==> src/rtl/lsnn_spike_window_decoder_pkg.sv <==
// Shared definitions for the LSNN spike window decoder.
//   THR_W      : width of the neuron threshold samples
//   CNT_W_DEF  : default spike-count width
//   ISI_W_DEF  : default inter-spike-interval width
//   dec_state_e: decoder FSM state (IDLE / RUN)
package lsnn_spike_window_decoder_pkg;

    localparam int THR_W     = 8;
    localparam int CNT_W_DEF = 8;
    localparam int ISI_W_DEF = 8;

    typedef enum logic {
        IDLE = 1'b0,
        RUN  = 1'b1
    } dec_state_e;

endpackage

==> src/rtl/lsnn_spike_window_decoder_if.sv <==
// Result port of the LSNN spike window decoder.
//
// Handshake: res_valid is raised by the master when the result fields hold
// an unconsumed window result; the fields and res_valid stay stable until a
// rising clk edge where res_valid & res_ready are both 1, which transfers
// the result. res_ready never affects any master output combinationally.
//
//   rate_out    : spikes counted in the delivered window (CNT_W)
//   isi_out     : last inter-spike interval in that window, 0 if < 2 spikes
//   thr_max_out : largest threshold sampled in that window
//   res_valid   : result fields hold an unconsumed result
//   res_ready   : consumer accepts the result
interface lsnn_spike_window_decoder_if
    import lsnn_spike_window_decoder_pkg::*;
#(
    parameter int CNT_W = CNT_W_DEF,
    parameter int ISI_W = ISI_W_DEF
) ();

    logic [CNT_W-1:0] rate_out;
    logic [ISI_W-1:0] isi_out;
    logic [THR_W-1:0] thr_max_out;
    logic             res_valid;
    logic             res_ready;

    modport master (
        output rate_out,
        output isi_out,
        output thr_max_out,
        output res_valid,
        input  res_ready
    );

    modport slave (
        input  rate_out,
        input  isi_out,
        input  thr_max_out,
        input  res_valid,
        output res_ready
    );

endinterface

==> src/rtl/lsnn_spike_window_decoder_sat_inc.sv <==
// Saturating counter used for the spike count and the inter-spike interval.
//   clk     : clock
//   rst_n   : synchronous active-high reset (1 = reset)
//   clr_i   : clear the count on the next edge (wins over increment)
//   inc_i   : increment by one this cycle, sticking at all-ones
//   next_o  : value the count takes on the next edge if not cleared; lets
//             the owner capture the final value on the same edge it clears
module lsnn_spike_window_decoder_sat_inc #(
    parameter int W = 8
) (
    input  logic         clk,
    input  logic         rst_n,
    input  logic         clr_i,
    input  logic         inc_i,
    output logic [W-1:0] next_o
);

    logic [W-1:0] cnt_q;

    always_comb begin
        next_o = cnt_q;
        if (inc_i && (cnt_q != {W{1'b1}})) begin
            next_o = cnt_q + W'(1);
        end
    end

    always_ff @(posedge clk) begin
        if (rst_n) begin
            cnt_q <= '0;
        end else if (clr_i) begin
            cnt_q <= '0;
        end else begin
            cnt_q <= next_o;
        end
    end

endmodule

==> src/rtl/lsnn_spike_window_decoder.sv <==
// Decodes an LSNN neuron's spike train over fixed windows of WINDOW_LEN
// cycles: spike count, last inter-spike interval and peak threshold, offered
// on a valid/ready port with a one-entry holding register.
//   clk         : clock
//   rst_n       : synchronous active-high reset (1 = reset)
//   en          : start/continue windowing (looked at in IDLE and window end)
//   spike_in    : neuron spike
//   thresh_in   : neuron adaptive threshold, unsigned
//   res         : result port (master side of lsnn_spike_window_decoder_if)
//   overrun     : sticky, a finished window result was dropped
//   busy        : 1 while in RUN
//   state_dbg_o : current FSM state
module lsnn_spike_window_decoder
    import lsnn_spike_window_decoder_pkg::*;
#(
    parameter int WINDOW_LEN = 64,
    parameter int CNT_W      = CNT_W_DEF,
    parameter int ISI_W      = ISI_W_DEF
) (
    input  logic                         clk,
    input  logic                         rst_n,
    input  logic                         en,
    input  logic                         spike_in,
    input  logic [THR_W-1:0]             thresh_in,
    lsnn_spike_window_decoder_if.master  res,
    output logic                         overrun,
    output logic                         busy,
    output dec_state_e                   state_dbg_o
);

    localparam int              WIN_W    = $clog2(WINDOW_LEN);
    localparam logic [WIN_W-1:0] WIN_LAST = WIN_W'(WINDOW_LEN - 1);

    dec_state_e       state_q;
    logic [WIN_W-1:0] win_cnt_q;
    logic [THR_W-1:0] thr_acc_q;
    logic             seen_spike_q;
    logic [ISI_W-1:0] isi_last_q;
    logic             overrun_q;

    logic             run;
    logic             win_end;
    logic             spk;
    logic [CNT_W-1:0] spike_next;
    logic [ISI_W-1:0] isi_next;
    logic [THR_W-1:0] thr_d;
    logic [ISI_W-1:0] isi_last_d;
    logic             can_load;

    assign run     = (state_q == RUN);
    assign win_end = run && (win_cnt_q == WIN_LAST);
    assign spk     = run && spike_in;

    lsnn_spike_window_decoder_sat_inc #(.W(CNT_W)) u_spike_cnt (
        .clk    (clk),
        .rst_n  (rst_n),
        .clr_i  (!run || win_end),
        .inc_i  (spk),
        .next_o (spike_next)
    );

    // The interval counter restarts on every spike; next_o is the interval
    // ending at this cycle's spike (consecutive spikes give 1).
    lsnn_spike_window_decoder_sat_inc #(.W(ISI_W)) u_isi_cnt (
        .clk    (clk),
        .rst_n  (rst_n),
        .clr_i  (!run || win_end || spike_in),
        .inc_i  (run),
        .next_o (isi_next)
    );

    always_comb begin
        thr_d = thr_acc_q;
        if (run && (thresh_in > thr_acc_q)) begin
            thr_d = thresh_in;
        end
        // isi_last_q stays 0 until a second spike, which is the "fewer than
        // two spikes" result value; an interval is never 0 otherwise.
        isi_last_d = isi_last_q;
        if (spk && seen_spike_q) begin
            isi_last_d = isi_next;
        end
    end

    // A new result fits if the holder is empty or being emptied this edge.
    assign can_load = !res.res_valid || res.res_ready;

    always_ff @(posedge clk) begin
        if (rst_n) begin
            state_q         <= IDLE;
            win_cnt_q       <= '0;
            thr_acc_q       <= '0;
            seen_spike_q    <= 1'b0;
            isi_last_q      <= '0;
            overrun_q       <= 1'b0;
            res.rate_out    <= '0;
            res.isi_out     <= '0;
            res.thr_max_out <= '0;
            res.res_valid   <= 1'b0;
        end else begin
            if (state_q == IDLE) begin
                win_cnt_q    <= '0;
                thr_acc_q    <= '0;
                seen_spike_q <= 1'b0;
                isi_last_q   <= '0;
                if (en) begin
                    state_q <= RUN;
                end
            end else if (win_end) begin
                win_cnt_q    <= '0;
                thr_acc_q    <= '0;
                seen_spike_q <= 1'b0;
                isi_last_q   <= '0;
                if (!en) begin
                    state_q <= IDLE;
                end
            end else begin
                win_cnt_q    <= win_cnt_q + WIN_W'(1);
                thr_acc_q    <= thr_d;
                seen_spike_q <= seen_spike_q | spike_in;
                isi_last_q   <= isi_last_d;
            end

            if (win_end && can_load) begin
                res.rate_out    <= spike_next;
                res.isi_out     <= isi_last_d;
                res.thr_max_out <= thr_d;
                res.res_valid   <= 1'b1;
            end else begin
                if (win_end) begin
                    overrun_q <= 1'b1;
                end
                if (res.res_valid && res.res_ready) begin
                    res.res_valid <= 1'b0;
                end
            end
        end
    end

    assign overrun     = overrun_q;
    assign busy        = run;
    assign state_dbg_o = state_q;

endmodule

==> src/flat_wrapper.sv <==
// flat-port wrapper written by rule: the top's interface ports become plain ports
module lsnn_spike_window_decoder_flat import lsnn_spike_window_decoder_pkg::*;
#(
    parameter int WINDOW_LEN = 64,
    parameter int CNT_W      = CNT_W_DEF,
    parameter int ISI_W      = ISI_W_DEF
)
  (clk, rst_n, en, spike_in, thresh_in, overrun, busy, state_dbg_o, res_rate_out, res_isi_out, res_thr_max_out, res_res_valid, res_res_ready);
  lsnn_spike_window_decoder_if #(.CNT_W(CNT_W), .ISI_W(ISI_W)) res_i ();
  input  logic clk;
  input  logic rst_n;
  input  logic en;
  input  logic spike_in;
  input  logic [THR_W-1:0] thresh_in;
  output logic overrun;
  output logic busy;
  output dec_state_e state_dbg_o;
  output wire logic [$bits(res_i.rate_out)-1:0] res_rate_out;
  output wire logic [$bits(res_i.isi_out)-1:0] res_isi_out;
  output wire logic [$bits(res_i.thr_max_out)-1:0] res_thr_max_out;
  output wire logic [$bits(res_i.res_valid)-1:0] res_res_valid;
  input wire logic [$bits(res_i.res_ready)-1:0] res_res_ready;
  assign res_rate_out = res_i.rate_out;
  assign res_isi_out = res_i.isi_out;
  assign res_thr_max_out = res_i.thr_max_out;
  assign res_res_valid = res_i.res_valid;
  assign res_i.res_ready = res_res_ready;
  lsnn_spike_window_decoder #(.WINDOW_LEN(WINDOW_LEN), .CNT_W(CNT_W), .ISI_W(ISI_W)) u_core (.clk(clk), .rst_n(rst_n), .en(en), .spike_in(spike_in), .thresh_in(thresh_in), .res(res_i), .overrun(overrun), .busy(busy), .state_dbg_o(state_dbg_o));
endmodule
==> config.mk <==
export PLATFORM = sky130hd
export DESIGN_NAME = lsnn_spike_window_decoder_flat
export DESIGN_NICKNAME = d
export VERILOG_FILES = /design/src/rtl/lsnn_spike_window_decoder_pkg.sv /design/src/rtl/lsnn_spike_window_decoder_if.sv /design/src/rtl/lsnn_spike_window_decoder_sat_inc.sv /design/src/rtl/lsnn_spike_window_decoder.sv /design/src/flat_wrapper.sv
export SDC_FILE = /design/constraint.sdc
export NUM_CORES = 1
export LEC_CHECK = 0
export CAP_MARGIN = 10
export CORE_ASPECT_RATIO = 1.4
export CORE_MARGIN = 3
export CORE_UTILIZATION = 45
export DETAILED_ROUTE_END_ITERATION = 7
export HOLD_SLACK_MARGIN = 0.03
export PLACE_DENSITY = 0.67
export SYNTH_ARGS = -nofsm -noshare
export SYNTH_HDL_FRONTEND = slang
export SYNTH_HIERARCHICAL = 1
export SYNTH_SLANG_ARGS = --single-unit
==> constraint.sdc <==
create_clock -name clk -period 5.8 [get_ports clk]
set_clock_uncertainty 0.15 [all_clocks]
set_input_delay 1.16 -clock clk [delete_from_list [all_inputs] [get_ports clk]]
set_output_delay 1.16 -clock clk [all_outputs]
set_load 0.02 [all_outputs]
==> flow_metrics.env, run 1 <==
export IMPL_avgRoutedWirePerCell_um=13.73
export IMPL_critical_path_max_fanout=8
export IMPL_syn_area_mm2=0.003095
export IMPL_timing_reg2reg_setup_slack_ps=3270
export IMPL_synth_sequential_area_ratio=0.4268
export IMPL_detail_route_drc_violations=0
export IMPL_min_delay_path_class="flip-flop to flip-flop"
export IMPL_p_leak_uw=0.001364
export IMPL_power_switching_fraction=0.2404
export IMPL_power_report_internal_total_uw=653.6
export IMPL_grt_pass1_wl_um=10960
export IMPL_gp_congestion=0.7752
export IMPL_setup_viol_count_final=0
export IMPL_synthXorXnorAreaFrac=0.03395
export IMPL_clock_power_share=0.405
export IMPL_syn_warnings=6
export IMPL_synth_edff_count=0
export IMPL_die_area_mm2=0.007924
export IMPL_grt_start_max_net_pins=41
export IMPL_timing_max_slew_rel_slack=0.3471
export IMPL_synth_top_family_by_area="compound AO/OA/AOI/OAI gates"
export IMPL_cts_htree_levels=3
export IMPL_p_per_area_mw_per_mm2=231.0
export IMPL_max_cap_violations=0
export IMPL_cts_reportedPaths_clkPinSlew_ps=70
export IMPL_grtUsageTotal=0.1690
export IMPL_global_route_usage_met2=0.2792
export IMPL_num_cts_buffers=9
export IMPL_rsz0062_at_grt="false"
export IMPL_timing_final_crit_period_ps=3045
export IMPL_critical_path_endpoint_type="flip-flop"
export IMPL_grt_remaining_overflow=0
export IMPL_clkSinkCount=66
export IMPL_tritoncts="yes"
export IMPL_total_via_count_in_the_routed_design=2499
export IMPL_post_cts_repair_setup_buffers=0
export IMPL_num_io_pins=41
export IMPL_cts_buffer_depth=2
export IMPL_final_standard_cell_count_with_taps_included_and_fillers_excluded=469
export IMPL_ir_drop_mv=0.1624
export IMPL_port_buffers=40
export IMPL_vias_in_the_first_global_route=2410
export IMPL_wirelength_um=6438
export IMPL_post_synthesis_area_per_instance_um2=9.324
export IMPL_worst_setup_path_start_kind="input port"
export IMPL_cp_required_ps=5910
export IMPL_run_status="finished clean"
export IMPL_floorplan_rows=35
export IMPL_syn_num_nets=356
export IMPL_die_height_um=104.1
export IMPL_simple_gate_fraction_of_synth_area=0.1795
export IMPL_synth_mux_area_frac=0.05901
export IMPL_viasPerCell=5.328
export IMPL_max_clock_freq_mhz=328.4
export IMPL_place_hpwl_um=4382
export IMPL_globalRouteMet3Util=0.05546
export IMPL_antenna_violations_before_repair=0
export IMPL_cts_hold_buffers_added=0
export IMPL_detail_route_antenna_nets=0
export IMPL_core_area_mm2=0.006613
export IMPL_worst_pin_slew_ps=977.3
export IMPL_pwr_share_comb=0.061
export IMPL_synth_adder_area_share=0.04446
export IMPL_cts_root_buf="clkbuf_8"
export IMPL_share_of_layout_cells_above_drive_strength_1=0.1247
export IMPL_gr_max_usage_layer="met2"
export IMPL_final_hold_vio_count=0
export IMPL_met1_grt_util=0.2043
export IMPL_first_pass_iters=5
export IMPL_arrival_ps=3160
export IMPL_netSwitchingPower_uw=206.8
export IMPL_area_growth_syn_to_layout_pct=20.33
export IMPL_sequentialPowerShare=0.534
export IMPL_period_share=0.5251
export IMPL_initial_core_util=0.4681
export IMPL_die_x_um=76.10
export IMPL_finalNetCount=397
export IMPL_postSynth_topFlopCell="dfxtp_1"
export IMPL_worst_setup_path_type="input port to flip-flop"
export IMPL_n_antenna_cell=0
export IMPL_synth_compound_area_frac=0.2122
export IMPL_cts_repair_resized=0
export IMPL_synth_seq_cells=66
export IMPL_totalNegativeSetupSlack_ps=0
export IMPL_place_detailed_instances=454
export IMPL_async_flop_share=0
export IMPL_netlist_cell_type_count=44
export IMPL_syn_instance_count=332
export IMPL_drt_first_iter_violations=91
export IMPL_report_final_slew_viol_count=0
export IMPL_clock_latency_ps=340
==> layout by cell type (no fill, tap or decap), types with 3 or more instances in the layout <==
cell type / netlist / final
a2111oi_2: 4 / 4
a211oi_2: 11 / 11
a21oi_1: 31 / 31
a31oi_1: 8 / 8
and3_1: 5 / 5
clkbuf_8: 0 / 11
clkdlybuf4s50_1: 0 / 40
clkinvlp_4: 0 / 3
dfxtp_1: 66 / 66
ha_1: 11 / 11
inv_1: 15 / 15
mux2i_1: 16 / 16
nand2_1: 36 / 36
nand2b_1: 4 / 4
nand3_1: 11 / 11
nand4_1: 5 / 5
nor2_1: 30 / 30
o21ai_0: 9 / 9
o21bai_1: 10 / 10
or3_1: 4 / 4
xor2_1: 10 / 10
==> flip-flops by register name, indices dropped and copies added, names as in the netlist <==
register                  flops
u_core/overrun                1
u_core/res.isi_out            8
u_core/u_spike_cnt/cnt_q      8
u_core/busy                   1
u_core/res.rate_out           8
u_core/res.res_valid          1
u_core/isi_last_q             8
u_core/win_cnt_q              6
u_core/seen_spike_q           1
u_core/thr_acc_q              8
u_core/res.thr_max_out        8
u_core/u_isi_cnt/cnt_q        8
==> synth_stat cells, types with 2 or more instances <==
cell	number	area, um^2
nand3_1	11	55.05
or2_2	2	12.51
a211oi_2	11	137.6
a21oi_1	31	155.2
a21boi_2	2	22.52
nor2_1	30	112.6
nand2_1	36	135.1
o31a_1	2	17.52
a31oi_1	8	50.05
nand2b_1	4	25.02
a2111oi_1	2	20.02
inv_1	15	56.30
dfxtp_1	66	1321
nand3_2	2	20.02
a2111oi_0	2	17.52
mux2i_1	16	160.2
o21bai_1	10	75.07
nand4_1	5	31.28
nor3b_1	2	15.01
clkbuf_1	5	18.77
buf_6	3	33.78
nor4b_1	2	17.52
or3_1	4	25.02
o21ai_0	9	45.04
or3_2	2	15.01
a2111oi_2	4	60.06
xor2_1	10	87.58
and4_4	2	22.52
ha_1	11	137.6
and3_1	5	31.28
buf_4	3	22.52
xnor2_1	2	17.52
mux2_2	2	22.52
==> worst max-delay path, stage by stage <==
cell	delay, ps
clkdlybuf4s50_1	430
ha_1	350
nand4_1	170
nand2_1	110
a211oi_2	520
o21ai_0	200
a31oi_1	210
==> metal layers <==
metal / vias up / routed length (um)
met2: 35 / 3166
met1: 1186 / 3010
met4: 0 / 63
met5: - / 0
met3: 4 / 197
li1: 1274 / -
==> final cells by class <==
cell class | count | area [um^2]
fillers | 589 | 2888
multi-input cells | 239 | 1638
flip-flops and latches | 66 | 1321
repair buffers | 42 | 415.4
clock buffers | 11 | 151.4
well taps | 92 | 115.1
inverters | 15 | 56.30
clock inverters | 4 | 27.53
==> power by group through the flow <==
stage | clock network, uW | registers, uW | logic, uW
floorplan | 0 | 469 | 32.2
global placement | 0 | 470 | 52.2
detailed placement | 0 | 470 | 52.6
CTS | 356 | 459 | 52.9
global route | 379 | 460 | 58.8
finish | 348 | 459 | 52.6
==> path summary, 6_finish.rpt <==
kind	from	to	cells after the start
max	thresh_in[3]	u_core/res.thr_max_out[5]	7
min	u_core/win_cnt_q[0]	u_core/win_cnt_q[0]	1
max reg2reg	u_core/busy	u_core/res.isi_out[5]	5
min reg2reg	u_core/win_cnt_q[0]	u_core/win_cnt_q[0]	1
==> logic make-up (layout without fill, tap and decap cells) <==
kind of cell    Yosys count  in the layout
compound gates           87             87
xor+xnor                 12             12
fa+ha+maj                11             11
buf+inv                  27             72
flops                    66             66
mux                      18             18
simple gates            111            111
==> metrics by stage <==
stage / total power, uW / instance area, um^2 / utilization / hold slack, ps / setup WS [ps]
floorplan: 501.3 / 3095 / - / 267.5 / 3066
global placement: 521.8 / 3546 / 0.5362 / 283.3 / 2442
detailed placement: 522.3 / 3546 / 0.5362 / 293.0 / 2416
CTS: 868.3 / 3725 / 0.5633 / 306.0 / 2761
global route: 897.3 / 3725 / 0.5633 / 322.2 / 2549
finish: 860.4 / 3725 / 0.5633 / 305.7 / 2755
Power figures use the tool's default switching activity.
==> run 2, diff against run 1 <==
==> constraint.sdc (replaced) <==
create_clock -name clk -period 3.1 [get_ports clk]
set_clock_uncertainty 0.15 [all_clocks]
set_input_delay 0.62 -clock clk [delete_from_list [all_inputs] [get_ports clk]]
set_output_delay 0.62 -clock clk [all_outputs]
set_load 0.02 [all_outputs]
==> run 2 against run 1 <==
  * Flip-flop and latch count is the same
  * Worst setup slack got worse by 2200 ps
  * Sequential power is 87% higher
  * Sequential share of layout area decreased by 0.56 points
  * Via count shrank 0.12%
  * Worst hold slack got worse by 8.8 ps
  * First-iteration DRC count grew 58%
  * Design area grew 1.6%
  * Clock power up 130%
  * Global-route usage is 0.54 points higher
  * Combinational power is 90% higher
  * Total power rose by 100%
==> flow_metrics.env, run 2 (synthesis results as in run 1) <==
export IMPL_report_final_slew_viol_count=0
export IMPL_viasPerCell=5.299
export IMPL_num_cts_buffers=9
export IMPL_worst_pin_slew_ps=604.7
export IMPL_grt_start_max_net_pins=43
export IMPL_timing_final_crit_period_ps=2501
export IMPL_setup_viol_count_final=0
export IMPL_layout_cells_most_common_list="dfxtp_1 (66), clkdlybuf4s50_1 (40), nand2_1 (36)"
export IMPL_num_io_pins=41
export IMPL_first_pass_iters=4
export IMPL_run_status="finished clean"
export IMPL_drt_met1_wl_um=2913
export IMPL_tritoncts="yes"
export IMPL_n_antenna_cell=0
export IMPL_worst_setup_path_start_kind="input port"
export IMPL_min_delay_path_class="flip-flop to flip-flop"
export IMPL_finalNetCount=398
export IMPL_final_hold_vio_count=0
export IMPL_worst_setup_path_type="input port to flip-flop"
export IMPL_top_layer_used="met4"
export IMPL_core_area_mm2=0.006613
export IMPL_die_area_mm2=0.007924
export IMPL_p_leak_uw=0.001399
export IMPL_totalNegativeSetupSlack_ps=0
export IMPL_cts_reportedPaths_clkPinSlew_ps=70
export IMPL_met3_wirelength_um=180
export IMPL_vias_in_the_first_global_route=2428
export IMPL_power_report_internal_total_uw=1369
export IMPL_most_common_cell_after_layout_fill_and_taps_aside="dfxtp_1"
export IMPL_cts_repair_resized=0
export IMPL_share_of_layout_cells_above_drive_strength_1=0.1266
export IMPL_p_per_area_mw_per_mm2=464.5
export IMPL_avgRoutedWirePerCell_um=13.56
export IMPL_report_power_total_uw=1758
export IMPL_clock_latency_ps=350
export IMPL_total_via_count_in_the_routed_design=2496
export IMPL_arrival_ps=2610
export IMPL_gp_congestion=0.7878
export IMPL_wirelength_um=6389
export IMPL_power_switching_fraction=0.2211
export IMPL_cp_required_ps=3210
export IMPL_grt_remaining_overflow=0
export IMPL_die_x_um=76.10
export IMPL_antenna_violations_before_repair=0
export IMPL_cts_hold_buffers_added=0
export IMPL_drt_first_iter_violations=144
export IMPL_cts_buffer_depth=2
export IMPL_port_buffers=40
export IMPL_placement_cell_area_mm2=0.003566
export IMPL_max_clock_freq_mhz=399.8
export IMPL_critical_path_endpoint_type="flip-flop"
export IMPL_die_height_um=104.1
export IMPL_detail_route_drc_violations=0
export IMPL_ir_drop_mv=0.3453
export IMPL_pwr_share_comb=0.057
export IMPL_clock_power_share=0.455
export IMPL_place_hpwl_um=4364
export IMPL_sequentialPowerShare=0.489
export IMPL_cts_root_buf="clkbuf_8"
export IMPL_hold_slack_final_ps=296.9
export IMPL_post_cts_repair_setup_buffers=0
export IMPL_wl_met2_um=3126
export IMPL_detail_route_antenna_nets=0
export IMPL_area_growth_syn_to_layout_pct=22.27
export IMPL_critical_path_max_fanout=8
export IMPL_max_cap_violations=0
export IMPL_rsz0062_at_grt="false"
export IMPL_grtUsageTotal=0.1744
export IMPL_clkSinkCount=66
export IMPL_initial_core_util=0.4681
export IMPL_timing_max_slew_rel_slack=0.5958
export IMPL_period_share=0.8069
export IMPL_final_area_mm2=0.003785
export IMPL_netSwitchingPower_uw=388.8
export IMPL_cts_htree_levels=3
export IMPL_floorplan_rows=35
export IMPL_grt_pass1_wl_um=11040
-- run 2: worst max-delay path, stage by stage --
cell             delay (ps)
clkdlybuf4s50_1         440
ha_1                    350
nand4_1                 160
nand2_1                 110
a211oi_2                530
o21ai_0                 190
a31oi_1                 210
-- run 2: final cells by class --
type / instances / area (um^2)
Fill cell: 612 / 2828
Multi-Input combinational cell: 239 / 1638
Sequential cell: 66 / 1321
Timing Repair Buffer: 43 / 435.4
Clock buffer: 11 / 141.4
Tap cell: 92 / 115.1
Clock inverter: 5 / 77.57
Inverter: 15 / 56.30
-- run 2: path summary, 6_finish.rpt --
check | start | to | slack [ps] | depth (start not counted)
worst min-delay path | u_core/win_cnt_q[0] | u_core/win_cnt_q[0] | 300 | 1
worst max-delay path | thresh_in[3] | u_core/res.thr_max_out[6] | 600 | 7
worst min register to register | u_core/win_cnt_q[0] | u_core/win_cnt_q[0] | 300 | 1
worst max register to register | u_core/busy | u_core/u_isi_cnt/cnt_q[4] | 740 | 6
-- run 2: power groups by stage --
stage	clock network [uW]	registers (uW)	logic, uW
after floorplan	0	878	60.3
after CTS	820	859	101
after detailed placement	0	879	100
after global routing	854	859	110
after global placement	0	878	100
final	799	859	99.9
-- run 2: per-layer routing --
| layer | vias to the layer above | track usage |
|---|---|---|
| met4 | 0 | 0.08161 |
| met1 | 1170 | 0.2011 |
| li1 | 1273 | - |
| met2 | 38 | 0.2989 |
| met3 | 15 | 0.04679 |
| met5 | - | 0 |
-- run 2: per-stage QoR --
step                        util  cells  setup slack (ps)
after floorplan                -    332             891.2
after global placement    0.5393    455             309.4
after detailed placement  0.5393    455             281.6
after CTS                 0.5724    471             628.5
after global routing      0.5724    471             493.5
final                     0.5724    471             598.7
==> run 3, diff against run 2 <==
--- a/config.mk
+++ b/config.mk
@@ -11,7 +11,7 @@
 export CORE_UTILIZATION = 45
 export DETAILED_ROUTE_END_ITERATION = 7
 export HOLD_SLACK_MARGIN = 0.03
-export PLACE_DENSITY = 0.67
+export PLACE_DENSITY = 0.7
 export SYNTH_ARGS = -nofsm -noshare
 export SYNTH_HDL_FRONTEND = slang
 export SYNTH_HIERARCHICAL = 1
==> constraint.sdc (replaced) <==
create_clock -name clk -period 2.29 [get_ports clk]
set_clock_uncertainty 0.15 [all_clocks]
set_input_delay 0.458 -clock clk [delete_from_list [all_inputs] [get_ports clk]]
set_output_delay 0.458 -clock clk [all_outputs]
set_load 0.02 [all_outputs]
==> run 3 against run 2 <==
  * Die area unchanged
  * Worst setup slack worse by 560 ps
  * Clock-buffer cell count up 1
  * Combinational power up 69%
  * Routed wire length is 5.4% higher
  * Sequential share of layout area shrank 1.5 points
  * Flip-flop and latch count is the same
  * Design area grew 4.6%
  * Total power grew 26%
  * Sequential power increased by 35%
  * Register-to-register slack worse by 490 ps
  * Critical path type unchanged
  * Critical endpoint is now u_core/res.thr_max_out[4]
==> flow_metrics.env, run 3 (synthesis results as in run 1) <==
export IMPL_layout_cells_most_common_list="dfxtp_1 (66), clkdlybuf4s50_1 (40), nand2_1 (36)"
export IMPL_port_buffers=40
export IMPL_max_clock_freq_mhz=444.7
export IMPL_num_cts_buffers=9
export IMPL_grt_remaining_overflow=0
export IMPL_setup_viol_count_final=0
export IMPL_clock_latency_ps=340
export IMPL_worst_path_dominant_cell_family="compound AO/OA/AOI/OAI gates"
export IMPL_critical_path_endpoint_type="flip-flop"
export IMPL_die_height_um=104.1
export IMPL_p_leak_uw=0.001497
export IMPL_cp_slowest_stage_delay_ps=440
export IMPL_finalNetCount=417
export IMPL_share_of_layout_cells_above_drive_strength_1=0.1869
export IMPL_final_hold_vio_count=0
export IMPL_max_cap_violations=0
export IMPL_min_delay_path_class="flip-flop to flip-flop"
export IMPL_reg2reg_to="u_core/u_isi_cnt/cnt_q[5]"
export IMPL_r2r_start="u_core/win_cnt_q[0]"
export IMPL_viasPerCell=5.324
export IMPL_n_antenna_cell=0
export IMPL_hold_slack_final_ps=302.2
export IMPL_cts_root_buf="clkbuf_8"
export IMPL_timing_final_crit_period_ps=2249
export IMPL_tritoncts="yes"
export IMPL_report_final_slew_viol_count=0
export IMPL_floorplan_rows=35
export IMPL_cp_startpoint="thresh_in[7]"
export IMPL_cts_hold_buffers_added=0
export IMPL_worst_setup_path_start_kind="input port"
export IMPL_arrival_ps=2360
export IMPL_crit_chain="clkdlybuf4s50_1 > ha_1 > and3_1 > a221o_1 > o211ai_4 > nand3_1 > a31oi_1"
export IMPL_cts_buffer_depth=2
export IMPL_worst_setup_path_type="input port to flip-flop"
export IMPL_avgRoutedWirePerCell_um=13.80
export IMPL_run_status="finished clean"
export IMPL_antenna_violations_before_repair=0
export IMPL_first_pass_iters=4
export IMPL_total_via_count_in_the_routed_design=2598
export IMPL_cp_depth=7
export IMPL_worstSetupEndpoint="u_core/res.thr_max_out[4]"
export IMPL_place_hpwl_um=4571
export IMPL_cts_reportedPaths_clkPinSlew_ps=60
export IMPL_period_share=0.9820
export IMPL_cp_required_ps=2400
export IMPL_gp_congestion=0.8339
export IMPL_grt_pass1_wl_um=11460
export IMPL_grtUsageTotal=0.1783
export IMPL_critical_path_max_fanout=8
export IMPL_initial_core_util=0.4681
export IMPL_drt_first_iter_violations=166
export IMPL_ir_drop_mv=0.3473
export IMPL_grt_start_max_net_pins=41
export IMPL_critical_path_slowest_cell="clkdlybuf4s50_1"
export IMPL_p_per_area_mw_per_mm2=560.4
export IMPL_detail_route_drc_violations=0
export IMPL_clkSinkCount=66
export IMPL_num_io_pins=41
export IMPL_timing_reg2reg_setup_slack_ps=250
export IMPL_timing_max_slew_rel_slack=0.6144
export IMPL_detail_route_antenna_nets=0
export IMPL_worst_pin_slew_ps=576.9
export IMPL_cts_htree_levels=3
export IMPL_finish_utilization=0.5987
export IMPL_die_x_um=76.10
export IMPL_core_area_mm2=0.006613
export IMPL_vias_in_the_first_global_route=2536
export IMPL_area_growth_syn_to_layout_pct=27.89
export IMPL_wirelength_um=6735
export IMPL_worstRegToRegCells=8
export IMPL_die_area_mm2=0.007924
export IMPL_crit_buf_inv=1
export IMPL_most_common_cell_after_layout_fill_and_taps_aside="dfxtp_1"
==> run 3: cell count changes in the layout (fill, tap and decap cells not counted), moves of 2 or more <==
cell / delta
o21ai_1: +2
buf_12: +2
buf_4: +17
bufinv_16: -2
o21ai_2: +6
clkbuf_8: +2
o21ai_0: -8
==> run 3: layout make-up <==
cell class	instances	area (um^2)
Inverter	15	56.30
Sequential cell	66	1321
Multi-Input combinational cell	239	1685
Clock inverter	2	12.51
Clock buffer	12	165.2
Tap cell	92	115.1
Fill cell	590	2654
Timing Repair Buffer	62	603.1
==> run 3: worst min path at each step <==
stage / startpoint / end / slack [ps] / cells past startpoint
after floorplan: u_core/win_cnt_q[0] / u_core/win_cnt_q[0] / 270 / 1
after global placement: u_core/win_cnt_q[0] / u_core/win_cnt_q[0] / 280 / 1
after detailed placement: u_core/win_cnt_q[0] / u_core/win_cnt_q[0] / 290 / 1
after CTS: u_core/win_cnt_q[0] / u_core/win_cnt_q[0] / 300 / 1
after global routing: u_core/win_cnt_q[0] / u_core/win_cnt_q[0] / 330 / 1
final: u_core/win_cnt_q[0] / u_core/win_cnt_q[0] / 300 / 1
==> run 3: per-stage QoR <==
stage	power, uW	instances	worst slack, ps	cell area, um^2	setup TNS [ps]
after CTS	2233	486	3.982	3896	0
after detailed placement	1341	472	-361.2	3719	-5463
after floorplan	1270	332	81.15	3095	0
final	2219	488	41.22	3959	0
after global placement	1340	472	-338.9	3719	-5154
after global routing	2309	488	-28.18	3959	-54.62
==> run 3: what timing repair did <==
action,CTS,global route
hold endpoints to repair,0,0
resized for setup,1,18
pin swaps,0,3
setup buffers,0,2
setup endpoints to repair,1,16
==> run 3: metal layers <==
layer	vias to the layer above	global-route usage	routed length (um)
li1	1317	-	-
met1	1226	0.2138	3027
met2	48	0.2976	3344
met3	7	0.05026	240
met4	0	0.07642	122
met5	-	0	0
==> run 3: report_power, final <==
part	total [uW]	internal [uW]	switching, uW
logic	169	78.1	91.0
registers	1160	1150	6.41
clock network	889	468	421
